==> src/rtl/alu_pkg.sv <==
// Shared definitions for the sequential ALU: op codes, flag bit positions and
// the multiply sequencer state encoding.
package alu_pkg;

    localparam logic [3:0] OP_ADD = 4'd0;
    localparam logic [3:0] OP_SUB = 4'd1;
    localparam logic [3:0] OP_ADC = 4'd2;
    localparam logic [3:0] OP_SBC = 4'd3;
    localparam logic [3:0] OP_AND = 4'd4;
    localparam logic [3:0] OP_OR  = 4'd5;
    localparam logic [3:0] OP_XOR = 4'd6;
    localparam logic [3:0] OP_NOT = 4'd7;
    localparam logic [3:0] OP_SHL = 4'd8;
    localparam logic [3:0] OP_SHR = 4'd9;
    localparam logic [3:0] OP_MUL = 4'd10;

    // flags port is {N,V,C,Z}
    localparam int FLAG_Z = 0;
    localparam int FLAG_C = 1;
    localparam int FLAG_V = 2;
    localparam int FLAG_N = 3;

    typedef enum logic [1:0] {
        ST_IDLE = 2'd0,
        ST_BUSY = 2'd1,
        ST_DONE = 2'd2
    } state_t;

endpackage

==> src/rtl/nbit_adder.sv <==
// Ripple-style WIDTH-bit adder with carry-in, carry-out and signed overflow;
// shared by the add/subtract ops and the multiply accumulate step.
module nbit_adder #(
    parameter int WIDTH = 8
) (
    input  logic [WIDTH-1:0] a,
    input  logic [WIDTH-1:0] b,
    input  logic             cin,
    output logic [WIDTH-1:0] sum,
    output logic             cout,
    output logic             overflow
);

    logic [WIDTH:0] total_s;

    assign total_s  = {1'b0, a} + {1'b0, b} + {{WIDTH{1'b0}}, cin};
    assign sum      = total_s[WIDTH-1:0];
    assign cout     = total_s[WIDTH];
    assign overflow = (a[WIDTH-1] == b[WIDTH-1]) && (sum[WIDTH-1] != a[WIDTH-1]);

endmodule

==> src/rtl/sequential_alu.sv <==
// Registered ALU: single-cycle arithmetic/logic ops plus a WIDTH-iteration
// shift-add unsigned multiplier sequenced by a small FSM.
module sequential_alu
    import alu_pkg::*;
#(
    parameter int WIDTH = 8
) (
    input  logic               clk,
    input  logic               rst_n,
    input  logic               start,
    input  logic [3:0]         op,
    input  logic [WIDTH-1:0]   a,
    input  logic [WIDTH-1:0]   b,
    input  logic               out_en,
    output logic               busy,
    output logic               done,
    output logic [WIDTH-1:0]   result,
    output logic [WIDTH-1:0]   result_hi,
    output logic [3:0]         flags,
    output logic [WIDTH-1:0]   bus_out
);

    state_t              state_r;
    logic [WIDTH-1:0]    mcand_r;
    logic [2*WIDTH-1:0]  prod_r;
    logic [5:0]          count_r;
    logic [WIDTH-1:0]    result_r;
    logic [WIDTH-1:0]    result_hi_r;
    logic [3:0]          flags_r;
    logic                done_r;
    logic                busy_r;

    logic [WIDTH-1:0]    add_a_s;
    logic [WIDTH-1:0]    add_b_s;
    logic                add_cin_s;
    logic [WIDTH-1:0]    add_sum_s;
    logic                add_cout_s;
    logic                add_ovf_s;

    logic [WIDTH-1:0]    alu_res_s;
    logic                alu_c_s;
    logic                alu_v_s;
    logic                op_valid_s;
    logic [3:0]          alu_flags_s;
    logic [2*WIDTH-1:0]  mul_next_s;
    logic [3:0]          mul_flags_s;

    // Adder operand select: multiplier accumulate while BUSY, else the requested add/sub
    always_comb begin
        add_a_s   = a;
        add_b_s   = b;
        add_cin_s = 1'b0;
        if (state_r == ST_BUSY) begin
            add_a_s   = prod_r[2*WIDTH-1:WIDTH];
            add_b_s   = mcand_r;
            add_cin_s = 1'b0;
        end else begin
            case (op)
                OP_SUB: begin
                    add_b_s   = ~b;
                    add_cin_s = 1'b1;
                end
                OP_ADC: add_cin_s = flags_r[FLAG_C];
                OP_SBC: begin
                    add_b_s   = ~b;
                    add_cin_s = flags_r[FLAG_C];
                end
                default: add_cin_s = 1'b0;
            endcase
        end
    end

    nbit_adder #(.WIDTH(WIDTH)) u_adder (
        .a        (add_a_s),
        .b        (add_b_s),
        .cin      (add_cin_s),
        .sum      (add_sum_s),
        .cout     (add_cout_s),
        .overflow (add_ovf_s)
    );

    // Single-cycle op result and flags
    always_comb begin
        alu_res_s  = {WIDTH{1'b0}};
        alu_c_s    = 1'b0;
        alu_v_s    = 1'b0;
        op_valid_s = 1'b1;
        case (op)
            OP_ADD, OP_SUB, OP_ADC, OP_SBC: begin
                alu_res_s = add_sum_s;
                alu_c_s   = add_cout_s;
                alu_v_s   = add_ovf_s;
            end
            OP_AND: alu_res_s = a & b;
            OP_OR:  alu_res_s = a | b;
            OP_XOR: alu_res_s = a ^ b;
            OP_NOT: alu_res_s = ~a;
            OP_SHL: begin
                alu_res_s = {a[WIDTH-2:0], 1'b0};
                alu_c_s   = a[WIDTH-1];
            end
            OP_SHR: begin
                alu_res_s = {1'b0, a[WIDTH-1:1]};
                alu_c_s   = a[0];
            end
            default: op_valid_s = 1'b0;
        endcase
        alu_flags_s         = 4'b0000;
        alu_flags_s[FLAG_N] = alu_res_s[WIDTH-1];
        alu_flags_s[FLAG_V] = alu_v_s;
        alu_flags_s[FLAG_C] = alu_c_s;
        alu_flags_s[FLAG_Z] = (alu_res_s == {WIDTH{1'b0}});
    end

    // One shift-add step: conditionally add multiplicand into the high half, then shift right
    always_comb begin
        if (prod_r[0]) begin
            mul_next_s = {add_cout_s, add_sum_s, prod_r[WIDTH-1:1]};
        end else begin
            mul_next_s = {1'b0, prod_r[2*WIDTH-1:1]};
        end
        mul_flags_s         = 4'b0000;
        mul_flags_s[FLAG_N] = mul_next_s[WIDTH-1];
        mul_flags_s[FLAG_C] = (mul_next_s[2*WIDTH-1:WIDTH] != {WIDTH{1'b0}});
        mul_flags_s[FLAG_V] = mul_flags_s[FLAG_C];
        mul_flags_s[FLAG_Z] = (mul_next_s == {(2*WIDTH){1'b0}});
    end

    // Control FSM and all registered outputs
    always_ff @(posedge clk or negedge rst_n) begin
        if (!rst_n) begin
            state_r     <= ST_IDLE;
            mcand_r     <= {WIDTH{1'b0}};
            prod_r      <= {(2*WIDTH){1'b0}};
            count_r     <= 6'd0;
            result_r    <= {WIDTH{1'b0}};
            result_hi_r <= {WIDTH{1'b0}};
            flags_r     <= 4'b0000;
            done_r      <= 1'b0;
            busy_r      <= 1'b0;
        end else begin
            done_r <= 1'b0;
            case (state_r)
                // DONE only marks the pulse; it accepts a new request exactly like IDLE
                ST_IDLE, ST_DONE: begin
                    state_r <= ST_IDLE;
                    if (start) begin
                        if (op == OP_MUL) begin
                            state_r <= ST_BUSY;
                            busy_r  <= 1'b1;
                            mcand_r <= a;
                            prod_r  <= {{WIDTH{1'b0}}, b};
                            count_r <= 6'd0;
                        end else begin
                            done_r <= 1'b1;
                            if (op_valid_s) begin
                                result_r    <= alu_res_s;
                                result_hi_r <= {WIDTH{1'b0}};
                                flags_r     <= alu_flags_s;
                            end
                        end
                    end
                end
                ST_BUSY: begin
                    prod_r  <= mul_next_s;
                    count_r <= count_r + 6'd1;
                    if (count_r == 6'(WIDTH - 1)) begin
                        state_r     <= ST_DONE;
                        busy_r      <= 1'b0;
                        done_r      <= 1'b1;
                        result_r    <= mul_next_s[WIDTH-1:0];
                        result_hi_r <= mul_next_s[2*WIDTH-1:WIDTH];
                        flags_r     <= mul_flags_s;
                    end
                end
                default: begin
                    state_r <= ST_IDLE;
                    busy_r  <= 1'b0;
                end
            endcase
        end
    end

    assign busy      = busy_r;
    assign done      = done_r;
    assign result    = result_r;
    assign result_hi = result_hi_r;
    assign flags     = flags_r;
    assign bus_out   = out_en ? result_r : {WIDTH{1'b0}};

endmodule

==> config.mk <==
export PLATFORM = sky130hd
export DESIGN_NAME = sequential_alu
export DESIGN_NICKNAME = d
export VERILOG_FILES = /design/src/rtl/alu_pkg.sv /design/src/rtl/nbit_adder.sv /design/src/rtl/sequential_alu.sv
export SDC_FILE = /design/constraint.sdc
export NUM_CORES = 1
export LEC_CHECK = 0
export ABC_AREA = 1
export CAP_MARGIN = 20
export CORE_ASPECT_RATIO = 0.8
export CORE_MARGIN = 3
export CORE_UTILIZATION = 60
export CTS_CLUSTER_DIAMETER = 100
export CTS_CLUSTER_SIZE = 8
export DETAILED_ROUTE_END_ITERATION = 10
export PLACE_DENSITY = 0.87
export SKIP_LAST_GASP = 1
export SLEW_MARGIN = 40
export SYNTH_ARGS = -nofsm -noshare
export SYNTH_HDL_FRONTEND = slang
export SYNTH_HIERARCHICAL = 1
export SYNTH_SLANG_ARGS = --single-unit
==> constraint.sdc <==
create_clock -name clk -period 7.8 [get_ports clk]
set_input_delay 1.56 -clock clk [delete_from_list [all_inputs] [get_ports clk]]
set_output_delay 1.56 -clock clk [all_outputs]
set_load 0.05 [all_outputs]
# Word level (Yosys, flattened, before mapping)
# Cells that the tools add are included.
# Widths: inputs -> output; s select.
# totals
regBits	54
# classes
add_sub_neg	3
bitwise_logic	5
eq_ne	20
n_mux	44
n_reduce_logical	16
# ops
operator	count
$mux 8	12
$pmux 8 s7	1
$mux 16	3
$pmux 16 s2	1
$pmux 8 s2	2
$eq 4x3->1 const B	4
$logic_not 16->1	1
$mux 4	4
$not 8->8	2
$eq 4x4->1 const B	3
$mux 6	2
$pmux 6 s2	1
$mux 1	11
$reduce_or 10->1	1
$add 8x8->9	1
$add 9x1->9	1
$reduce_and 3->1	3
$and 8x8->8	1
$eq 4x2->1 const B	2
$logic_not 8->1	1
$ne 2x2->1 const B	4
$or 8x8->8	1
$pmux 4 s2	1
$reduce_bool 8->1	1
other kinds (20)	24

# Depth between registers and ports, before layout
# Gate-level depths: netlist of the first run.
# logic_depth
ltp_word	13
depth_mapped	22
depth_no_buf	22

# Hierarchy
# Netlist of the first run, hierarchy kept.
# by_module_without_submodules
module	seq_area_each_um2	area_each_um2	cells_per_inst	instances
sequential_alu	1326.3	3440.8	507	1
nbit_adder	0.0	386.6	58	1

# Worst setup path before layout of the first run
# Ideal clock, no wire load.
# synth_path
path_kind	in2reg
from	input op[2]
to	register flags_r[1] (netlist: flags[1])
arrival_ns	4.438
cell_stages	19
setup_slack_ns	3.233
path_buffers	0
path_cell_list	nor2_1 inv_1 nor2_2 inv_1 nand2_1 nand3_1 fa_1 fa_1 nand3_1 nand2_1 nand2_1 a21o_1 nand2_1 nand2_1 o21ai_0 nor4_1 nand2_1 nand2_1 a31oi_1
# synth_via
elab_cells_between_ends	33
# synth_rtl
item	line_no	source
start: declaration	sequential_alu.sv:11	input logic [3:0] op,
$eq 4x1->1 or $eq 4x2->1 (tied branches)	sequential_alu.sv:58	case (op)
$reduce_or 2->1 (no line) (*)	-	
$mux 8 (*)	-	
$mux 8 (*)	sequential_alu.sv:53	if (state_r == ST_BUSY) begin
via add_b_s[0]	sequential_alu.sv:34	logic [WIDTH-1:0] add_b_s;
$add 8x8->9 (*)	nbit_adder.sv:16	assign total_s = {1'b0, a} + {1'b0, b} + {{WIDTH{1'b0}}, cin};
$add 9x1->9 (*)	nbit_adder.sv:16	
via add_sum_s[6]	sequential_alu.sv:36	logic [WIDTH-1:0] add_sum_s;
$mux 16 (*)	sequential_alu.sv:117	if (prod_r[0]) begin
$reduce_bool 8->1 (*)	sequential_alu.sv:124	mul_flags_s[FLAG_C] = (mul_next_s[2*WIDTH-1:WIDTH] != {WIDTH{1'b0}});
$mux 4 (*)	sequential_alu.sv:167	if (count_r == 6'(WIDTH - 1)) begin
$pmux 4 s2 (*)	sequential_alu.sv:143	case (state_r)
end signal: assignment	sequential_alu.sv:159	flags_r <= alu_flags_s;
end signal: assignment	sequential_alu.sv:173	flags_r <= mul_flags_s;
end: declaration	sequential_alu.sv:29	logic [3:0] flags_r;
# Mark *: on every way through the listed nets, which the timed path passes. The rest lies on a longest branch. The select of a mux whose other input is x is not followed.
# A chain may end at the register's enable or synchronous reset.

# Worst setup path in the final report of the first run
# layout_path
from	input op[3]
to	register flags_r[2] (netlist: flags[2])
# The elaborated chain is that of the path after synthesis.

==> results.sh, run 1 <==
export IMPL_status="finished clean"
export IMPL_cts_root_buf="clkbuf_8"
export IMPL_wl_mm=10.9
export IMPL_powerDensity_nw_per_um2=209
export IMPL_r2r_end="flags[2]"
export IMPL_fp_dieW_um=95.3
export IMPL_ys_ff_latch=53
export IMPL_viasPerCell=5.72
export IMPL_antenna_found_initial=0
export IMPL_skew_ns=0.00300
export IMPL_timing_fmax_mhz=181
export IMPL_finalSetupViolations=0
export IMPL_grt_overflow=0
export IMPL_r2r_start="state_r[0]"
export IMPL_area_growth_pct=16.5
export IMPL_grt_usage_pct=31.0
export IMPL_grt_max_degree=56
export IMPL_synth_nets=615
export IMPL_clkSlewWorstSetupHoldPaths_ns=0.10
export IMPL_clockBufferDepth=2
export IMPL_setup_worst_path_end_class="flop"
export IMPL_path_cells="clkdlybuf4s50_1 > nor2_1 > inv_1 > nor2_2 > inv_1 > nand2_1 > nand3_1 > fa_1 > fa_1 > nand3_1 > nand2_1 > nand2_1 > a21o_1 > nand2_1 > nand2_1 > o21ai_0 > nor4_1 > nand2_1 > nand2_1 > a31oi_1"
export IMPL_synth_top_flop_cell="dfrtp_1"
export IMPL_start_util_pct=63.4
export IMPL_cp_arrival_ns=5.68
export IMPL_multiInputGateArea_um2=2150
export IMPL_core_area_um2=6040
export IMPL_cts_tree="yes"
export IMPL_cp_max_fo=9
export IMPL_synth_simple_area_share_pct=34.8
export IMPL_synth_xor_area_share_pct=1.34
export IMPL_synth_compound_area_share_pct=11.0
export IMPL_die_area_um2=7380
export IMPL_hold_viol_final=0
export IMPL_final_util_pct=73.9
export IMPL_whs_path_depth=2
export IMPL_period_share_pct=70.7
export IMPL_synthAdderAreaFrac_pct=8.89
export IMPL_reg2reg_depth=19
export IMPL_nets=658
export IMPL_synth_area_um2=3830
export IMPL_final_setup_tns_ns=0
export IMPL_yosysSeqAreaShare_pct=34.7
export IMPL_synth_top_family_by_area="simple AND/OR/NAND/NOR gates"
export IMPL_register_area_um2=1330
export IMPL_clock_sinks=53
export IMPL_cp_required_ns=7.96
export IMPL_synth_cell_types=39
export IMPL_fp_dieH_um=77.4
export IMPL_worst_slew_pin_slew_ns=0.751
export IMPL_critPathLaunchType="primary input"
export IMPL_nFillCells=495
export IMPL_placed_cell_area_um2=4370
export IMPL_synth_edf_count=0
export IMPL_crit_type="primary input to flop"
export IMPL_detail_route_wl_per_cell_um=15.8
export IMPL_post_route_drc_count=0
export IMPL_slew_violations=0
export IMPL_fp_row_count=25
export IMPL_postSynthCellCount=565
export IMPL_synth_area_mux_share_pct=0
export IMPL_max_stage_delay_ns=0.49
export IMPL_numPortBuffers=53
export IMPL_detail_route_antenna_nets=0
export IMPL_vdd_drop_max_v=0.000106
export IMPL_fin_crit_ns=5.51
export IMPL_clk_latency_ns=0.31
export IMPL_num_antenna_cells=0
export IMPL_synth_warnings=6
export IMPL_dp_final_hpwl_mm=8.17
export IMPL_postCtsResizedCells=0
export IMPL_reg2reg_slack_ns=3.72
export IMPL_min_to="mcand_r[4]"
export IMPL_gp_congestion=1.04
export IMPL_dr_total_vias=3946
export IMPL_hold_class="flop to flop"
export IMPL_syn_avg_cell_area_um2=6.77
export IMPL_first_pass_iters=5
export IMPL_place_ws_ns=2.12
export IMPL_synthArstFlopShare_pct=100
export IMPL_hold_buffers=0
export IMPL_drt_iter0_markers=387
export IMPL_hold_start="mcand_r[4]"
export IMPL_rsz0062_at_grt="false"
export IMPL_critical_path_slowest_cell="clkdlybuf4s50_1"
export IMPL_crit_top_cell="nand2_1"
export IMPL_layout_setup_ws_ns=2.29
export IMPL_io_pins=54
export IMPL_cts_post_setup_buffers_inserted=0
export IMPL_cts_buffers=5
export IMPL_grt_pass1_vias=3650
export IMPL_fin_area_um2=4460
export IMPL_slew_headroom_pct=49.9
export IMPL_layout_drive_gt1_share_pct=4.76
export IMPL_grt_pass1_wl_mm=17.7
export IMPL_leakagePower_nw=2.27
export IMPL_htree_levels=2
export IMPL_drv_cap=0
Yosys cell counts, drive strengths merged (2+ instances only):
master	instances	area, um2
o211ai	5	37.5
nand2	187	714
and3	2	12.5
o21ai	47	235
buf	11	70.1
nor4	3	18.8
nand3b	3	22.5
fa	2	40.0
nor3	2	10.0
xor2	4	42.6
nand3	47	240
nand4	3	18.8
dfrtp	53	1330
ha	24	300
a31oi	8	50.1
clkbuf	8	30.0
a21oi	10	53.8
nor2	70	288
inv	67	251
kinds of logic (layout without fill, tap and decap cells):
logic type / count (synthesis) / after routing
fa+ha+maj: 26 / 26
xor+xnor: 5 / 5
buf+inv: 87 / 131
flops: 53 / 53
simple gates: 318 / 318
compound gates: 76 / 76
layout make-up:
| type | count | area share [%] |
|---|---|---|
| inverters | 68 | 5.72 |
| well taps | 81 | 2.27 |
| flip-flops and latches | 53 | 29.7 |
| repair buffers | 55 | 12.1 |
| clock inverters | 3 | 0.477 |
| multi-input cells | 425 | 48.1 |
| clock buffers | 5 | 1.54 |
worst max-delay path, delay by kind of cell:
family | cells | cell delay (ns)
fa+ha+maj | 2 | 0.86
compound gates | 3 | 0.34
buf+inv | 3 | 0.88
simple gates | 12 | 2.01
report_power, final:
part           switching (W)  total (W)  leakage, nW  internal [W]
sequential         0.0000326   0.000347        0.701      0.000315
clock              0.0000996   0.000164       0.0445     0.0000640
combinational       0.000284   0.000421         1.52      0.000137
total               0.000416   0.000932         2.27      0.000516
routing by layer:
| metal | vias up | GRT usage [%] | share of wire, % |
|---|---|---|---|
| met5 | - | 0 | 0 |
| met4 | 0 | 7.06 | 2.5 |
| met3 | 35 | 8.33 | 11 |
| met2 | 222 | 48.8 | 44 |
| met1 | 1801 | 42.5 | 42 |
| li1 | 1888 | - | - |
cells in the final DEF, fill, tap and decap left out, types with 4 or more instances in the layout:
master,count
a21oi_1,9
o211ai_1,5
ha_1,24
nor2_2,4
inv_1,63
nor2_1,64
o21ai_0,45
clkbuf_8,5
nand3_1,46
dfrtp_1,53
a31oi_1,8
inv_2,4
nand2_2,5
nand2_1,182
clkdlybuf4s50_1,52
flip-flops by register name, summed over array words and instances, names as in the netlist:
signal	cells
result	8
prod_r	16
busy	1
done	1
count_r	6
flags	3
mcand_r	8
state_r	2
result_hi	8
per-stage QoR:
step                      instances  power [W]  hold slack, ns
after floorplan                 565   0.000635           0.441
after CTS                       690   0.000926           0.500
after global placement          682   0.000754           0.455
after global routing            690   0.000987           0.526
final                           690   0.000932           0.502
after detailed placement        682   0.000764           0.474
how the worst max path moves through the flow:
stage                     slack, ns  cells after the start        to  startpoint
after floorplan                3.23                     19  flags[1]       op[2]
after global placement         2.34                     20  flags[2]       op[3]
after detailed placement       2.12                     20  flags[2]       op[3]
after CTS                      2.43                     20  flags[2]       op[3]
after global routing           1.91                     20  flags[2]       op[3]
final                          2.29                     20  flags[2]       op[3]
Note: power is estimated with default switching activity, not from simulation.
==> run 2, diff against run 1 <==
--- a/config.mk
+++ b/config.mk
@@ -9,11 +9,11 @@
 export CAP_MARGIN = 20
 export CORE_ASPECT_RATIO = 0.8
 export CORE_MARGIN = 3
-export CORE_UTILIZATION = 60
+export CORE_UTILIZATION = 50
 export CTS_CLUSTER_DIAMETER = 100
 export CTS_CLUSTER_SIZE = 8
 export DETAILED_ROUTE_END_ITERATION = 10
-export PLACE_DENSITY = 0.87
+export PLACE_DENSITY = 0.77
 export SKIP_LAST_GASP = 1
 export SLEW_MARGIN = 40
 export SYNTH_ARGS = -nofsm -noshare
==> constraint.sdc (replaced) <==
create_clock -name clk -period 4.5 [get_ports clk]
set_input_delay 0.9 -clock clk [delete_from_list [all_inputs] [get_ports clk]]
set_output_delay 0.9 -clock clk [all_outputs]
set_load 0.05 [all_outputs]
==> run 2 against run 1 <==
  * Via count decreased by 0.30%
  * Die area increased by 19%
  * Clock power increased by 75%
  * Combinational power increased by 74%
  * Sequential cell count unchanged
  * Worst setup slack got worse by 1.9 ns
  * Hold slack got worse by 0.064 ns
  * Count of clock-buffer cells in the layout increased by 1
  * Non-clock buffer count increased by 7
  * Total power increased by 74%
  * Final cell count increased by 3.9%
  * Critical path type unchanged
  * Largest cell class unchanged
==> results.sh, run 2 (same netlist as run 1, synthesis figures left out) <==
export IMPL_critical_path_slowest_cell="clkdlybuf4s50_1"
export IMPL_clock_sinks=53
export IMPL_fin_crit_ns=4.14
export IMPL_max_stage_delay_ns=0.50
export IMPL_final_cell_mix="nand2_1 (182), nor2_1 (64), inv_1 (63)"
export IMPL_num_antenna_cells=0
export IMPL_clockBufferDepth=2
export IMPL_fp_dieW_um=104
export IMPL_path_cells="clkdlybuf4s50_1 > nor2_1 > inv_1 > nor2_2 > inv_1 > nand2_1 > nand3_1 > fa_1 > fa_1 > nand3_1 > nand2_1 > nand2_1 > a21o_1 > nand2_1 > nand2_1 > o21ai_0 > nor4_2 > nand2_1 > nand2_1 > a31oi_1"
export IMPL_regMostFlops="prod_r"
export IMPL_mostFrequentLayoutCell="nand2_1"
export IMPL_rsz0062_at_grt="false"
export IMPL_fin_area_um2=4550
export IMPL_hold_class="primary input to async pin"
export IMPL_setup_worst_path_end_class="flop"
export IMPL_largest_register_ffs=16
export IMPL_cts_post_setup_buffers_inserted=0
export IMPL_cts_buffers=5
export IMPL_fp_dieH_um=84.3
export IMPL_cp_top_family="simple AND/OR/NAND/NOR gates"
export IMPL_placedCellCount=709
export IMPL_total_power_w=0.00163
export IMPL_post_route_drc_count=0
export IMPL_grt_overflow=0
export IMPL_slew_headroom_pct=55.6
export IMPL_cts_root_buf="clkbuf_8"
export IMPL_first_pass_iters=5
export IMPL_core_area_um2=7160
export IMPL_crit_top_cell="nand2_1"
export IMPL_critPathLaunchType="primary input"
export IMPL_cp_max_fo=8
export IMPL_numPortBuffers=53
export IMPL_nets=665
export IMPL_cp_arrival_ns=4.33
export IMPL_final_setup_tns_ns=0
export IMPL_hold_viol_final=0
export IMPL_detail_route_wl_per_cell_um=15.4
export IMPL_htree_levels=2
export IMPL_grt_pass1_vias=3585
export IMPL_finalNonFillerCells=717
export IMPL_dp_final_hpwl_mm=8.58
export IMPL_start_util_pct=53.4
export IMPL_skew_ns=0.00567
export IMPL_crit_type="primary input to flop"
export IMPL_antenna_found_initial=0
export IMPL_dr_total_vias=3934
export IMPL_crit_buf_inv=3
export IMPL_wl_mm=11.1
export IMPL_drt_iter0_markers=391
export IMPL_drv_cap=0
export IMPL_grt_max_degree=47
export IMPL_clkSlewWorstSetupHoldPaths_ns=0.10
export IMPL_postCtsResizedCells=0
export IMPL_die_area_um2=8750
export IMPL_finalSetupViolations=0
export IMPL_cp_required_ns=4.69
export IMPL_gp_congestion=0.990
export IMPL_reg2reg_slack_ns=0.83
export IMPL_vdd_drop_max_v=0.000194
export IMPL_io_pins=54
export IMPL_worst_slew_pin_slew_ns=0.664
export IMPL_clk_latency_ns=0.31
export IMPL_grt_usage_pct=26.0
export IMPL_powerDensity_nw_per_um2=357
export IMPL_status="finished clean"
export IMPL_detail_route_antenna_nets=0
export IMPL_hold_buffers=0
export IMPL_layout_drive_gt1_share_pct=6.01
export IMPL_area_growth_pct=18.9
export IMPL_timing_fmax_mhz=241
export IMPL_viasPerCell=5.49
export IMPL_leakagePower_nw=2.31
export IMPL_slew_violations=0
export IMPL_placed_cell_area_um2=4450
export IMPL_fp_row_count=27
export IMPL_grt_pass1_wl_mm=18.3
export IMPL_period_share_pct=92.0
export IMPL_cts_tree="yes"
run 2: path summary, 6_finish.rpt:
check,from,endpoint,cells past startpoint
max in group asynchronous,rst_n,prod_r[14],2
worst min-delay path,rst_n,state_r[0],1
worst min register to register,result_hi[2],result_hi[2],2
min in group clk,result_hi[2],result_hi[2],2
worst max register to register,state_r[0],flags[2],18
worst max-delay path,op[3],flags[2],20
run 2: area by class of cell:
| cell class | instances | area (um2) |
|---|---|---|
| clock buffer | 6 | 82.6 |
| sequential | 53 | 1330 |
| multi-input combinational | 425 | 2150 |
| clock inverter | 2 | 13.8 |
| timing repair buffer | 62 | 593 |
| tap | 101 | 126 |
| inverter | 68 | 255 |
| fill | 650 | 2610 |
run 2: layer usage:
| layer | wire, um | GRT usage (%) | vias to the layer above | part of all wire (%) |
|---|---|---|---|---|
| li1 | - | - | 1900 | - |
| met3 | 998 | 4.92 | 18 | 9.0 |
| met5 | 0 | 0 | - | 0 |
| met4 | 196 | 7.49 | 0 | 1.8 |
| met2 | 4890 | 38.8 | 191 | 44 |
| met1 | 5000 | 38.6 | 1825 | 45 |
run 2: power breakdown:
group          switching, W  internal [W]  leakage (nW)
clock              0.000162      0.000125        0.0512
sequential        0.0000593      0.000546         0.701
combinational      0.000491      0.000243          1.56
total              0.000712      0.000913          2.31
run 2: worst reg2reg max path: cells and delay by family, from the launching register on:
kind,cells,cell delay [ns]
and+or+nand+nor,12,1.88
adders and majority gates,2,0.88
DFF,1,0.38
AOI/OAI and AO/OA,3,0.32
buffers and inverters,1,0.09
run 2: per-stage QoR:
| step | hold slack [ns] | utilization [%] | setup slack (ns) |
|---|---|---|---|
| global placement | 0.469 | 62.1 | 0.245 |
| floorplan | 0.441 | - | 0.593 |
| global route | 0.434 | 63.5 | 0.0863 |
| finish | 0.438 | 63.5 | 0.358 |
| CTS | 0.437 | 63.4 | 0.369 |
| detailed placement | 0.479 | 62.1 | 0.0537 |
